[src/rtl/mem_1rw1rw_port_arb_if.sv]
// Bundle of requester-side handshake signals and the RAM port A/B command/data buses.
interface mem_1rw1rw_port_arb_if #(
  parameter int NUM_REQ    = 4,
  parameter int WIDTH_ADDR = 8,
  parameter int WIDTH_DATA = 32
);
  logic [NUM_REQ-1:0]            req_valid;
  logic [NUM_REQ-1:0]            req_ready;
  logic [NUM_REQ-1:0]            req_wr;
  logic [NUM_REQ*WIDTH_ADDR-1:0] req_addr;
  logic [NUM_REQ*WIDTH_DATA-1:0] req_wdata;
  logic [NUM_REQ-1:0]            rsp_valid;
  logic [NUM_REQ*WIDTH_DATA-1:0] rsp_data;
  logic [WIDTH_ADDR-1:0]         mem_addra;
  logic [WIDTH_DATA-1:0]         mem_dina;
  logic                          mem_wena;
  logic                          mem_rena;
  logic [WIDTH_DATA-1:0]         mem_douta;
  logic [WIDTH_ADDR-1:0]         mem_addrb;
  logic [WIDTH_DATA-1:0]         mem_dinb;
  logic                          mem_wenb;
  logic                          mem_renb;
  logic [WIDTH_DATA-1:0]         mem_doutb;

  modport slave (
    input  req_valid, req_wr, req_addr, req_wdata, mem_douta, mem_doutb,
    output req_ready, rsp_valid, rsp_data,
    output mem_addra, mem_dina, mem_wena, mem_rena,
    output mem_addrb, mem_dinb, mem_wenb, mem_renb
  );

  modport master (
    output req_valid, req_wr, req_addr, req_wdata, mem_douta, mem_doutb,
    input  req_ready, rsp_valid, rsp_data,
    input  mem_addra, mem_dina, mem_wena, mem_rena,
    input  mem_addrb, mem_dinb, mem_wenb, mem_renb
  );
endinterface

[src/rtl/mem_1rw1rw_port_arb.sv]
// Round-robin arbiter sharing both ports of a 1rw1rw RAM among NUM_REQ requesters,
// with registered RAM commands and per-port tag pipelines routing read data back.
module mem_1rw1rw_port_arb #(
  parameter int NUM_REQ    = 4,
  parameter int WIDTH_ADDR = 8,
  parameter int WIDTH_DATA = 32,
  parameter int RD_LATENCY = 1
) (
  input  logic                 clk,
  input  logic                 rst,
  mem_1rw1rw_port_arb_if.slave bus
);
  localparam int IDW = (NUM_REQ > 1) ? $clog2(NUM_REQ) : 1;
  localparam int AW  = WIDTH_ADDR;
  localparam int DW  = WIDTH_DATA;

  logic [IDW-1:0] r_rrPtr;
  logic           w_foundA, w_foundB, w_grantB, w_conflict;
  logic [IDW-1:0] w_idxA, w_idxB, w_lastIdx, w_nextPtr;
  logic [IDW:0]   w_scan;
  logic [AW-1:0]  w_addrA, w_addrB;
  logic [DW-1:0]  w_wdataA, w_wdataB;
  logic           w_wrA, w_wrB;

  logic [AW-1:0]  r_addrA, r_addrB;
  logic [DW-1:0]  r_dinA, r_dinB;
  logic           r_wenA, r_renA, r_wenB, r_renB;
  logic [IDW-1:0] r_idA, r_idB;

  logic [RD_LATENCY-1:0]          r_tagValidA, r_tagValidB;
  logic [RD_LATENCY-1:0][IDW-1:0] r_tagIdA, r_tagIdB;

  // Scan from r_rrPtr upward (wrapping) and pick the first two valid requesters.
  always_comb begin
    w_foundA = 1'b0;
    w_foundB = 1'b0;
    w_idxA   = '0;
    w_idxB   = '0;
    w_scan   = '0;
    for (int k = 0; k < NUM_REQ; k++) begin
      w_scan = {1'b0, r_rrPtr} + (IDW+1)'(k);
      if (w_scan >= (IDW+1)'(NUM_REQ)) w_scan = w_scan - (IDW+1)'(NUM_REQ);
      if (bus.req_valid[w_scan[IDW-1:0]]) begin
        if (!w_foundA) begin
          w_foundA = 1'b1;
          w_idxA   = w_scan[IDW-1:0];
        end else if (!w_foundB) begin
          w_foundB = 1'b1;
          w_idxB   = w_scan[IDW-1:0];
        end
      end
    end
  end

  assign w_addrA  = bus.req_addr[int'(w_idxA)*AW +: AW];
  assign w_addrB  = bus.req_addr[int'(w_idxB)*AW +: AW];
  assign w_wdataA = bus.req_wdata[int'(w_idxA)*DW +: DW];
  assign w_wdataB = bus.req_wdata[int'(w_idxB)*DW +: DW];
  assign w_wrA    = bus.req_wr[w_idxA];
  assign w_wrB    = bus.req_wr[w_idxB];

  // Same address with a write involved: port B is held off so the two accesses serialise.
  assign w_conflict = w_foundB && (w_addrA == w_addrB) && (w_wrA || w_wrB);
  assign w_grantB   = w_foundB && !w_conflict;
  assign w_lastIdx  = w_grantB ? w_idxB : w_idxA;
  assign w_nextPtr  = (w_lastIdx == IDW'(NUM_REQ-1)) ? '0 : w_lastIdx + 1'b1;

  always_comb begin
    bus.req_ready = '0;
    if (w_foundA) bus.req_ready[w_idxA] = 1'b1;
    if (w_grantB) bus.req_ready[w_idxB] = 1'b1;
  end

  always_ff @(posedge clk or posedge rst) begin
    if (rst) begin
      r_rrPtr <= '0;
    end else if (w_foundA) begin
      r_rrPtr <= w_nextPtr;
    end
  end

  // Command registers: enables pulse per grant, address/data hold when idle.
  always_ff @(posedge clk or posedge rst) begin
    if (rst) begin
      r_addrA <= '0;
      r_dinA  <= '0;
      r_wenA  <= 1'b0;
      r_renA  <= 1'b0;
      r_idA   <= '0;
      r_addrB <= '0;
      r_dinB  <= '0;
      r_wenB  <= 1'b0;
      r_renB  <= 1'b0;
      r_idB   <= '0;
    end else begin
      r_wenA <= w_foundA && w_wrA;
      r_renA <= w_foundA && !w_wrA;
      r_wenB <= w_grantB && w_wrB;
      r_renB <= w_grantB && !w_wrB;
      if (w_foundA) begin
        r_addrA <= w_addrA;
        r_dinA  <= w_wdataA;
        r_idA   <= w_idxA;
      end
      if (w_grantB) begin
        r_addrB <= w_addrB;
        r_dinB  <= w_wdataB;
        r_idB   <= w_idxB;
      end
    end
  end

  assign bus.mem_addra = r_addrA;
  assign bus.mem_dina  = r_dinA;
  assign bus.mem_wena  = r_wenA;
  assign bus.mem_rena  = r_renA;
  assign bus.mem_addrb = r_addrB;
  assign bus.mem_dinb  = r_dinB;
  assign bus.mem_wenb  = r_wenB;
  assign bus.mem_renb  = r_renB;

  // Tags track each read through the RAM so the data lands on the issuing requester.
  always_ff @(posedge clk or posedge rst) begin
    if (rst) begin
      r_tagValidA <= '0;
      r_tagValidB <= '0;
      r_tagIdA    <= '0;
      r_tagIdB    <= '0;
    end else begin
      r_tagValidA[0] <= r_renA;
      r_tagIdA[0]    <= r_idA;
      r_tagValidB[0] <= r_renB;
      r_tagIdB[0]    <= r_idB;
      for (int i = 1; i < RD_LATENCY; i++) begin
        r_tagValidA[i] <= r_tagValidA[i-1];
        r_tagIdA[i]    <= r_tagIdA[i-1];
        r_tagValidB[i] <= r_tagValidB[i-1];
        r_tagIdB[i]    <= r_tagIdB[i-1];
      end
    end
  end

  always_comb begin
    bus.rsp_valid = '0;
    bus.rsp_data  = '0;
    if (r_tagValidA[RD_LATENCY-1]) begin
      bus.rsp_valid[r_tagIdA[RD_LATENCY-1]] = 1'b1;
      bus.rsp_data[int'(r_tagIdA[RD_LATENCY-1])*DW +: DW] = bus.mem_douta;
    end
    if (r_tagValidB[RD_LATENCY-1]) begin
      bus.rsp_valid[r_tagIdB[RD_LATENCY-1]] = 1'b1;
      bus.rsp_data[int'(r_tagIdB[RD_LATENCY-1])*DW +: DW] = bus.mem_doutb;
    end
  end
endmodule
[src/flat_wrapper.sv]
// flat-port wrapper written by rule: the top's interface ports become plain ports
module mem_1rw1rw_port_arb_flat 
#(
  parameter int NUM_REQ    = 4,
  parameter int WIDTH_ADDR = 8,
  parameter int WIDTH_DATA = 32,
  parameter int RD_LATENCY = 1
)
  (clk, rst, bus_req_valid, bus_req_wr, bus_req_addr, bus_req_wdata, bus_mem_douta, bus_mem_doutb, bus_req_ready, bus_rsp_valid, bus_rsp_data, bus_mem_addra, bus_mem_dina, bus_mem_wena, bus_mem_rena, bus_mem_addrb, bus_mem_dinb, bus_mem_wenb, bus_mem_renb);
  mem_1rw1rw_port_arb_if #(.NUM_REQ(NUM_REQ), .WIDTH_ADDR(WIDTH_ADDR), .WIDTH_DATA(WIDTH_DATA)) bus_i ();
  input  logic clk;
  input  logic rst;
  input wire logic [$bits(bus_i.req_valid)-1:0] bus_req_valid;
  input wire logic [$bits(bus_i.req_wr)-1:0] bus_req_wr;
  input wire logic [$bits(bus_i.req_addr)-1:0] bus_req_addr;
  input wire logic [$bits(bus_i.req_wdata)-1:0] bus_req_wdata;
  input wire logic [$bits(bus_i.mem_douta)-1:0] bus_mem_douta;
  input wire logic [$bits(bus_i.mem_doutb)-1:0] bus_mem_doutb;
  output wire logic [$bits(bus_i.req_ready)-1:0] bus_req_ready;
  output wire logic [$bits(bus_i.rsp_valid)-1:0] bus_rsp_valid;
  output wire logic [$bits(bus_i.rsp_data)-1:0] bus_rsp_data;
  output wire logic [$bits(bus_i.mem_addra)-1:0] bus_mem_addra;
  output wire logic [$bits(bus_i.mem_dina)-1:0] bus_mem_dina;
  output wire logic [$bits(bus_i.mem_wena)-1:0] bus_mem_wena;
  output wire logic [$bits(bus_i.mem_rena)-1:0] bus_mem_rena;
  output wire logic [$bits(bus_i.mem_addrb)-1:0] bus_mem_addrb;
  output wire logic [$bits(bus_i.mem_dinb)-1:0] bus_mem_dinb;
  output wire logic [$bits(bus_i.mem_wenb)-1:0] bus_mem_wenb;
  output wire logic [$bits(bus_i.mem_renb)-1:0] bus_mem_renb;
  assign bus_i.req_valid = bus_req_valid;
  assign bus_i.req_wr = bus_req_wr;
  assign bus_i.req_addr = bus_req_addr;
  assign bus_i.req_wdata = bus_req_wdata;
  assign bus_i.mem_douta = bus_mem_douta;
  assign bus_i.mem_doutb = bus_mem_doutb;
  assign bus_req_ready = bus_i.req_ready;
  assign bus_rsp_valid = bus_i.rsp_valid;
  assign bus_rsp_data = bus_i.rsp_data;
  assign bus_mem_addra = bus_i.mem_addra;
  assign bus_mem_dina = bus_i.mem_dina;
  assign bus_mem_wena = bus_i.mem_wena;
  assign bus_mem_rena = bus_i.mem_rena;
  assign bus_mem_addrb = bus_i.mem_addrb;
  assign bus_mem_dinb = bus_i.mem_dinb;
  assign bus_mem_wenb = bus_i.mem_wenb;
  assign bus_mem_renb = bus_i.mem_renb;
  mem_1rw1rw_port_arb #(.NUM_REQ(NUM_REQ), .WIDTH_ADDR(WIDTH_ADDR), .WIDTH_DATA(WIDTH_DATA), .RD_LATENCY(RD_LATENCY)) u_core (.clk(clk), .rst(rst), .bus(bus_i));
endmodule
[config.mk]
export PLATFORM = sky130hd
export DESIGN_NAME = mem_1rw1rw_port_arb_flat
export DESIGN_NICKNAME = d
export VERILOG_FILES = /design/src/rtl/mem_1rw1rw_port_arb_if.sv /design/src/rtl/mem_1rw1rw_port_arb.sv /design/src/flat_wrapper.sv
export SDC_FILE = /design/constraint.sdc
export NUM_CORES = 1
export LEC_CHECK = 0
export CAP_MARGIN = 20
export CELL_PAD_IN_SITES_DETAIL_PLACEMENT = 2
export CELL_PAD_IN_SITES_GLOBAL_PLACEMENT = 2
export CORE_UTILIZATION = 21
export DETAILED_ROUTE_END_ITERATION = 10
export PLACE_DENSITY_LB_ADDON = 0.1
export SETUP_SLACK_MARGIN = 0.2
export SLEW_MARGIN = 10
export SYNTH_ARGS = -nofsm -noshare
export SYNTH_HDL_FRONTEND = slang
export SYNTH_SLANG_ARGS = --single-unit
[constraint.sdc]
create_clock -name clk -period 5.82 [get_ports clk]
set_input_delay 0.582 -clock clk [delete_from_list [all_inputs] [get_ports clk]]
set_output_delay 0.582 -clock clk [all_outputs]
set_load 0.02 [all_outputs]
### Word level (Yosys, flattened, before mapping)

Index checks and enable logic that the tools add are counted.

| word-level totals | value |
|---|---|
| register bits after elaboration | 96 |
| input bits | 234 |
| output and inout port bits | 220 |
| logic and storage cells | 127 |

| operators by class | value |
|---|---|
| $add $sub $neg | 10 |
| magnitude comparators | 16 |
| equality and inequality tests | 2 |
| shift operators | 8 |
| muxes and demuxes | 58 |
| bitwise operators | 3 |
| reduce and logical (&&, ||, !) cells | 15 |

Operators with widths:

| operator | count |
|---|---|
| two-way mux 128 bit | 2 |
| variable shift 32 x 33 -> 128 bit (first input constant) | 2 |
| variable part select 128 x 8 -> 32 bit | 2 |
| variable part select 32 x 33 -> 128 bit | 2 |
| bitwise AND 128 bit | 1 |
| bitwise mux 128 bit | 1 |
| negator 7 -> 33 bit | 2 |
| variable part select 32 x 6 -> 8 bit | 2 |
| two-way mux 2 bit | 21 |
| less-than comparator 2 x 3 -> 1 bit (second input constant) | 8 |
| two-way mux 1 bit | 20 |
| two-way mux 4 bit | 4 |
| binary-select mux 1 bit (select 2 bit) | 6 |
| logical AND 1 bit | 11 |
| >= comparator 3 bit (second input constant) | 3 |
| demux 1 bit (select 2 bit) | 4 |
| equality test 8 bit | 1 |
| >= comparator 2 x 1 -> 1 bit (second input constant) | 4 |
| OR 4 bit | 2 |
| subtractor 2 x 1 -> 2 bit (second input constant) | 4 |
| adder 2 x 2 -> 3 bit (second input constant) | 2 |
| adder 2 x 1 -> 3 bit (second input constant) | 1 |
| >= comparator 2 x 3 -> 1 bit (second input constant) | 1 |
| zero test 1 bit | 3 |
| 3 further kinds | 3 |

### Logic depth before layout (Yosys ltp)

| depth | value |
|---|---|
| word-level depth | 22 |
| gate-level depth with buffers | 15 |
| depth with buffers taken out | 10 |

### Worst setup path after synthesis

OpenSTA, ideal clock, no wires.

| path | value |
|---|---|
| path kind | input to output |
| from | input bus_req_valid[3] |
| to | output bus_req_ready[0] |
| arrival | 4153 ps |
| data required time | 5238 ps |
| setup slack | 1085 ps |
| stages on the path | 15 |
| buffers on the path | 5 |
| path through | clkbuf_1 -> clkbuf_1 -> mux4_2 -> ha_1 -> mux2_1 -> a221o_1 -> a21oi_1 -> buf_4 -> mux4_2 -> xor2_1 -> nor4_4 -> a31oi_1 -> buf_6 -> buf_6 -> a32o_1 |

| on the way | value |
|---|---|
| longest elaborated chain between the ends | 18 |
| elaborated cells on any way between the ends | 58 |
| classes of those cells | order compare: 4; eq/ne: 1; shift: 2; mux: 43; bitwise: 1; reduce/logical: 7 |

Ends and longest elaborated chain:

| item | line | source |
|---|---|---|
| from (decl) | flat_wrapper.sv:13 | `input wire logic [$bits(bus_i.req_valid)-1:0] bus_req_valid;` |
| binary-select mux 1 bit (select 2 bit) | mem_1rw1rw_port_arb.sv:43 | `if (bus.req_valid[w_scan[IDW-1:0]]) begin` |
| two-way mux 1 bit (implied by the code) | mem_1rw1rw_port_arb.sv:43 |  |
| two-way mux 1 bit | mem_1rw1rw_port_arb.sv:43 |  |
| two-way mux 2 bit / two-way mux 1 bit (equally long branches) | mem_1rw1rw_port_arb.sv:44 | `if (!w_foundA) begin` |
| two-way mux 2 bit / two-way mux 1 bit (equally long branches) | mem_1rw1rw_port_arb.sv:43 |  |
| two-way mux 2 bit | mem_1rw1rw_port_arb.sv:47 | `end else if (!w_foundB) begin` |
| two-way mux 2 bit | mem_1rw1rw_port_arb.sv:44 |  |
| two-way mux 2 bit | mem_1rw1rw_port_arb.sv:43 |  |
| (+2 left out) | -- |  |
| two-way mux 2 bit | mem_1rw1rw_port_arb.sv:43 |  |
| variable part select 32 x 6 -> 8 bit / binary-select mux 1 bit (select 2 bit) (equally long branches) | mem_1rw1rw_port_arb.sv:56, mem_1rw1rw_port_arb.sv:60 |  |
| equality test 8 bit / two-way mux 1 bit (equally long branches) | mem_1rw1rw_port_arb.sv:63, mem_1rw1rw_port_arb.sv:60 |  |
| logical AND 1 bit / logical OR 1 bit (equally long branches) | mem_1rw1rw_port_arb.sv:63 | `assign w_conflict = w_foundB && (w_addrA == w_addrB) && (w_wrA \|\| w_wrB);` |
| logical AND 1 bit | mem_1rw1rw_port_arb.sv:63 |  |
| zero test 1 bit | mem_1rw1rw_port_arb.sv:64 | `assign w_grantB = w_foundB && !w_conflict;` |
| logical AND 1 bit | mem_1rw1rw_port_arb.sv:64 |  |
| two-way mux 4 bit * | mem_1rw1rw_port_arb.sv:71 | `if (w_grantB) bus.req_ready[w_idxB] = 1'b1;` |
| to (decl) | flat_wrapper.sv:19 | `output wire logic [$bits(bus_i.req_ready)-1:0] bus_req_ready;` |

Every way passes the cells marked *; elsewhere a longest branch is shown, timed or not. The select of a mux whose other input is x is not followed.

### Worst setup path in the final report

| path | value |
|---|---|
| from | input bus_req_valid[0] |
| to | output bus_req_ready[1] |

The elaborated chain is that of the path after synthesis.

==> results.py <==
metrics = {
    "outcome": {
        "status": "finished, final reports clean",
    },
    "floorplan": {
        "coreArea_mm2": 0.0388,
        "io_pins": 454,
        "die_area_mm2": 0.0403,
        "die_w_um": 201,
        "die_h_um": 201,
        "start_util_pct": 21.4,
        "fp-row-count": 72,
    },
    "timing": {
        "maxSlewViolCount": 0,
        "period_share_pct": 92.5,
        "worst_slack_ns": 0.439,
        "slew-limit-headroom_pct": 45.1,
        "setup_viol": 0,
        "rsz0062_at_grt": "false",
        "period_minus_slack_ns": 5.38,
        "final_hold_viol_count": 0,
        "skew_ns": 0.00719,
        "tightest_slew_ns": 0.824,
        "clock.fmax_mhz": 186,
        "setup_tns_ns": 0,
    },
    "placement": {
        "pre_cts_slack_ns": 0.184,
        "gp_congestion": 0.836,
        "hpwl_mm": 33.6,
        "numPortBuffers": 453,
        "placed_area_mm2": 0.0134,
    },
    "global_routing": {
        "grt_antenna_before_repair": 6,
        "grt_pass1_wl_mm": 66.2,
        "grt.total_usage_pct": 21.6,
        "grt_max_degree": 77,
        "grt_pass1_vias": 10200,
        "grt-ovfl-total": 0,
    },
    "synth": {
        "yosysWarnings": 0,
        "syn_area_mm2": 0.00830,
        "synthArstFlopShare_pct": 100,
        "synth_seq_area_share_pct": 28.9,
        "synth-seq-cells": 96,
        "ys.flop_type": "dfrtp_1",
        "synth.distinct_cells": 59,
        "synth_cells": 985,
        "synth_edf_count": 0,
        "avgSynthCellArea_um2": 8.43,
        "syn_nets": 1234,
    },
    "clock_tree": {
        "cts_buffers": 9,
        "worstSkewPairLatency_ns": 0.36,
        "ctsRootBufferMaster": "clkbuf_16",
        "cts_tree": "yes",
        "cts_hold_buffers": 0,
        "path_clk_slew_ns": 0.07,
        "clk_path_buf_depth": 2,
        "clock-sinks": 96,
        "htree_levels": 3,
    },
    "setup_path": {
        "crit_path_end_kind": "output pin",
        "startpoint_type": "input pin",
        "crit_path_max_fanout": 22,
        "cp_data_arrival_time_ns": 4.80,
        "critical_path_class": "in2out",
        "cp_data_required_time_ns": 5.24,
    },
    "final_layout": {
        "stdcell_area_mm2": 0.0138,
        "drive_gt1_share_pct": 11.5,
        "mostFrequentLayoutCell": "clkdlybuf4s50_1",
        "utilization_pct": 35.6,
        "finalNetCount": 1637,
        "area_delta_synth_final_pct": 66.7,
        "final_cell_mix": "clkdlybuf4s50_1 (453), nand2_1 (228), a22o_1 (131), dfrtp_1 (96), o21ai_0 (67)",
    },
    "route": {
        "post_drt_wl_per_cell_um": 23.1,
        "via_count": 9347,
        "drcViolationCount": 0,
        "wirelength_mm": 44.2,
        "ant_nets": 0,
        "firstDrtPassIters": 4,
        "drtIter0Drc": 301,
        "via_per_inst": 4.88,
    },
    "pwr": {
        "p_leak_nw": 5.48,
        "clkPwrFrac_pct": 12.0,
        "p_seq_share_pct": 20.2,
        "pwr-share-comb_pct": 67.8,
        "worst_ir_drop_vdd_uv": 304,
        "p_int_mw": 3.32,
        "p_sw_share_pct": 46.1,
        "p_sw_mw": 2.84,
        "power_density_mw_per_mm2": 445,
    },
    "min_path": {
        "min_path_type": "reg2reg",
    },
    "job": {
        "maxCapViolations": 0,
    },
}
[power by group through the flow]
stage | Combinational (mW) | Clock (mW) | Sequential [mW]
detailed placement | 4.18 | 0 | 1.26
floorplan | 2.01 | 0 | 1.57
global placement | 4.11 | 0 | 1.25
CTS | 4.25 | 0.771 | 1.25
finish | 4.18 | 0.739 | 1.25
global route | 4.50 | 0.786 | 1.30
[cell usage after synthesis, types with 6 or more instances]
library cell / n / area share (%)
nor2_1: 45 / 2.0
mux2_4: 12 / 2.2
mux4_2: 15 / 4.1
nand2b_1: 6 / 0.45
o21ai_0: 67 / 4.0
inv_1: 8 / 0.36
mux2_2: 62 / 8.4
buf_2: 7 / 0.42
nor3_1: 6 / 0.36
clkbuf_1: 71 / 3.2
mux2i_1: 52 / 6.3
nand2_1: 228 / 10
ha_1: 15 / 2.3
buf_1: 11 / 0.50
dfrtp_1: 96 / 29
xor2_1: 8 / 0.84
a22o_1: 131 / 14
nand3_1: 34 / 2.1
a21oi_1: 42 / 2.5
[through the flow]
stage | instances | hold WS (ns) | power, mW
2_1_floorplan | 985 | 0.350 | 3.58
3_3_place_gp | 1886 | 0.358 | 5.36
3_5_place_dp | 1886 | 0.364 | 5.44
4_1_cts | 1905 | 0.382 | 6.27
5_1_grt | 1915 | 0.392 | 6.59
6_report | 1915 | 0.379 | 6.16
[flip-flops by register name (all words and copies together) (netlist names), 2 cells and up]
| signal | count |
|---|---|
| u_core.r_tagIdB | 2 |
| u_core.bus.mem_addra | 8 |
| u_core.bus.mem_addrb | 8 |
| u_core.r_idA | 2 |
| u_core.bus.mem_dinb | 32 |
| u_core.bus.mem_dina | 32 |
| u_core.r_rrPtr | 2 |
| u_core.r_tagIdA | 2 |
| u_core.r_idB | 2 |
[layout make-up]
| cell class | instances | area, um^2 |
|---|---|---|
| fillers | 4354 | 25000 |
| multi-input cells | 786 | 5590 |
| repair buffers | 487 | 4800 |
| flip-flops and latches | 96 | 2400 |
| well taps | 518 | 648 |
| clock buffers | 10 | 239 |
| clock inverters | 6 | 113 |
| inverters | 8 | 32.5 |
| diodes | 4 | 10.0 |
[critical path: stages]
cell	delay [ns]
clkdlybuf4s50_1	0.49
buf_4	0.26
or3b_4	0.43
a22oi_1	0.22
o22ai_1	0.13
a221o_4	0.56
mux4_2	0.49
xor2_1	0.19
nor4_4	0.39
a31oi_4	0.23
a31o_1	0.28
clkdlybuf4s50_1	0.54
[repair_timing]
item	in CTS	in global routing
pin swaps	1	1
gates resized for setup	0	1
buffers inserted	3	6
hold endpoints to repair	0	0
endpoints found under the setup margin	2	4
[kinds of logic (layout without fill, tap and decap cells)]
group	Yosys count	count (layout)	share of synthesized area (%)
simple gates	347	347	17.8
compound gates	271	271	23.5
mux	142	142	21.1
buf+inv	103	511	5.26
flops	96	96	28.9
fa+ha+maj	16	16	2.38
xor+xnor	10	10	1.06
other cells	0	4	0
[per-layer routing]
metal | routed length (um) | global-route usage [%] | vias to the layer above | part of all wire, %
met4 | 1110 | 6.43 | 2 | 2.5
met1 | 17900 | 24.9 | 4628 | 40
met2 | 22300 | 38.7 | 294 | 50
met5 | 9 | 0 | - | 0.020
li1 | - | - | 4376 | -
met3 | 2940 | 5.75 | 47 | 6.6
[worst paths after layout]
check                                  start                       to  slack, ns  cells past startpoint
setup / recovery            bus_req_valid[0]         bus_req_ready[1]       0.44                     12
min in group asynchronous                rst   u_core.bus.mem_dinb[9]       0.72                      2
max in group asynchronous                rst   u_core.bus.mem_dinb[8]       3.94                      3
setup reg to reg           u_core.r_rrPtr[0]  u_core.bus.mem_dinb[14]       1.17                     13
hold / removal               u_core.r_idB[0]       u_core.r_tagIdB[0]       0.38                      0
hold reg to reg              u_core.r_idB[0]       u_core.r_tagIdB[0]       0.38                      0
Power figures use the tool's default switching activity.
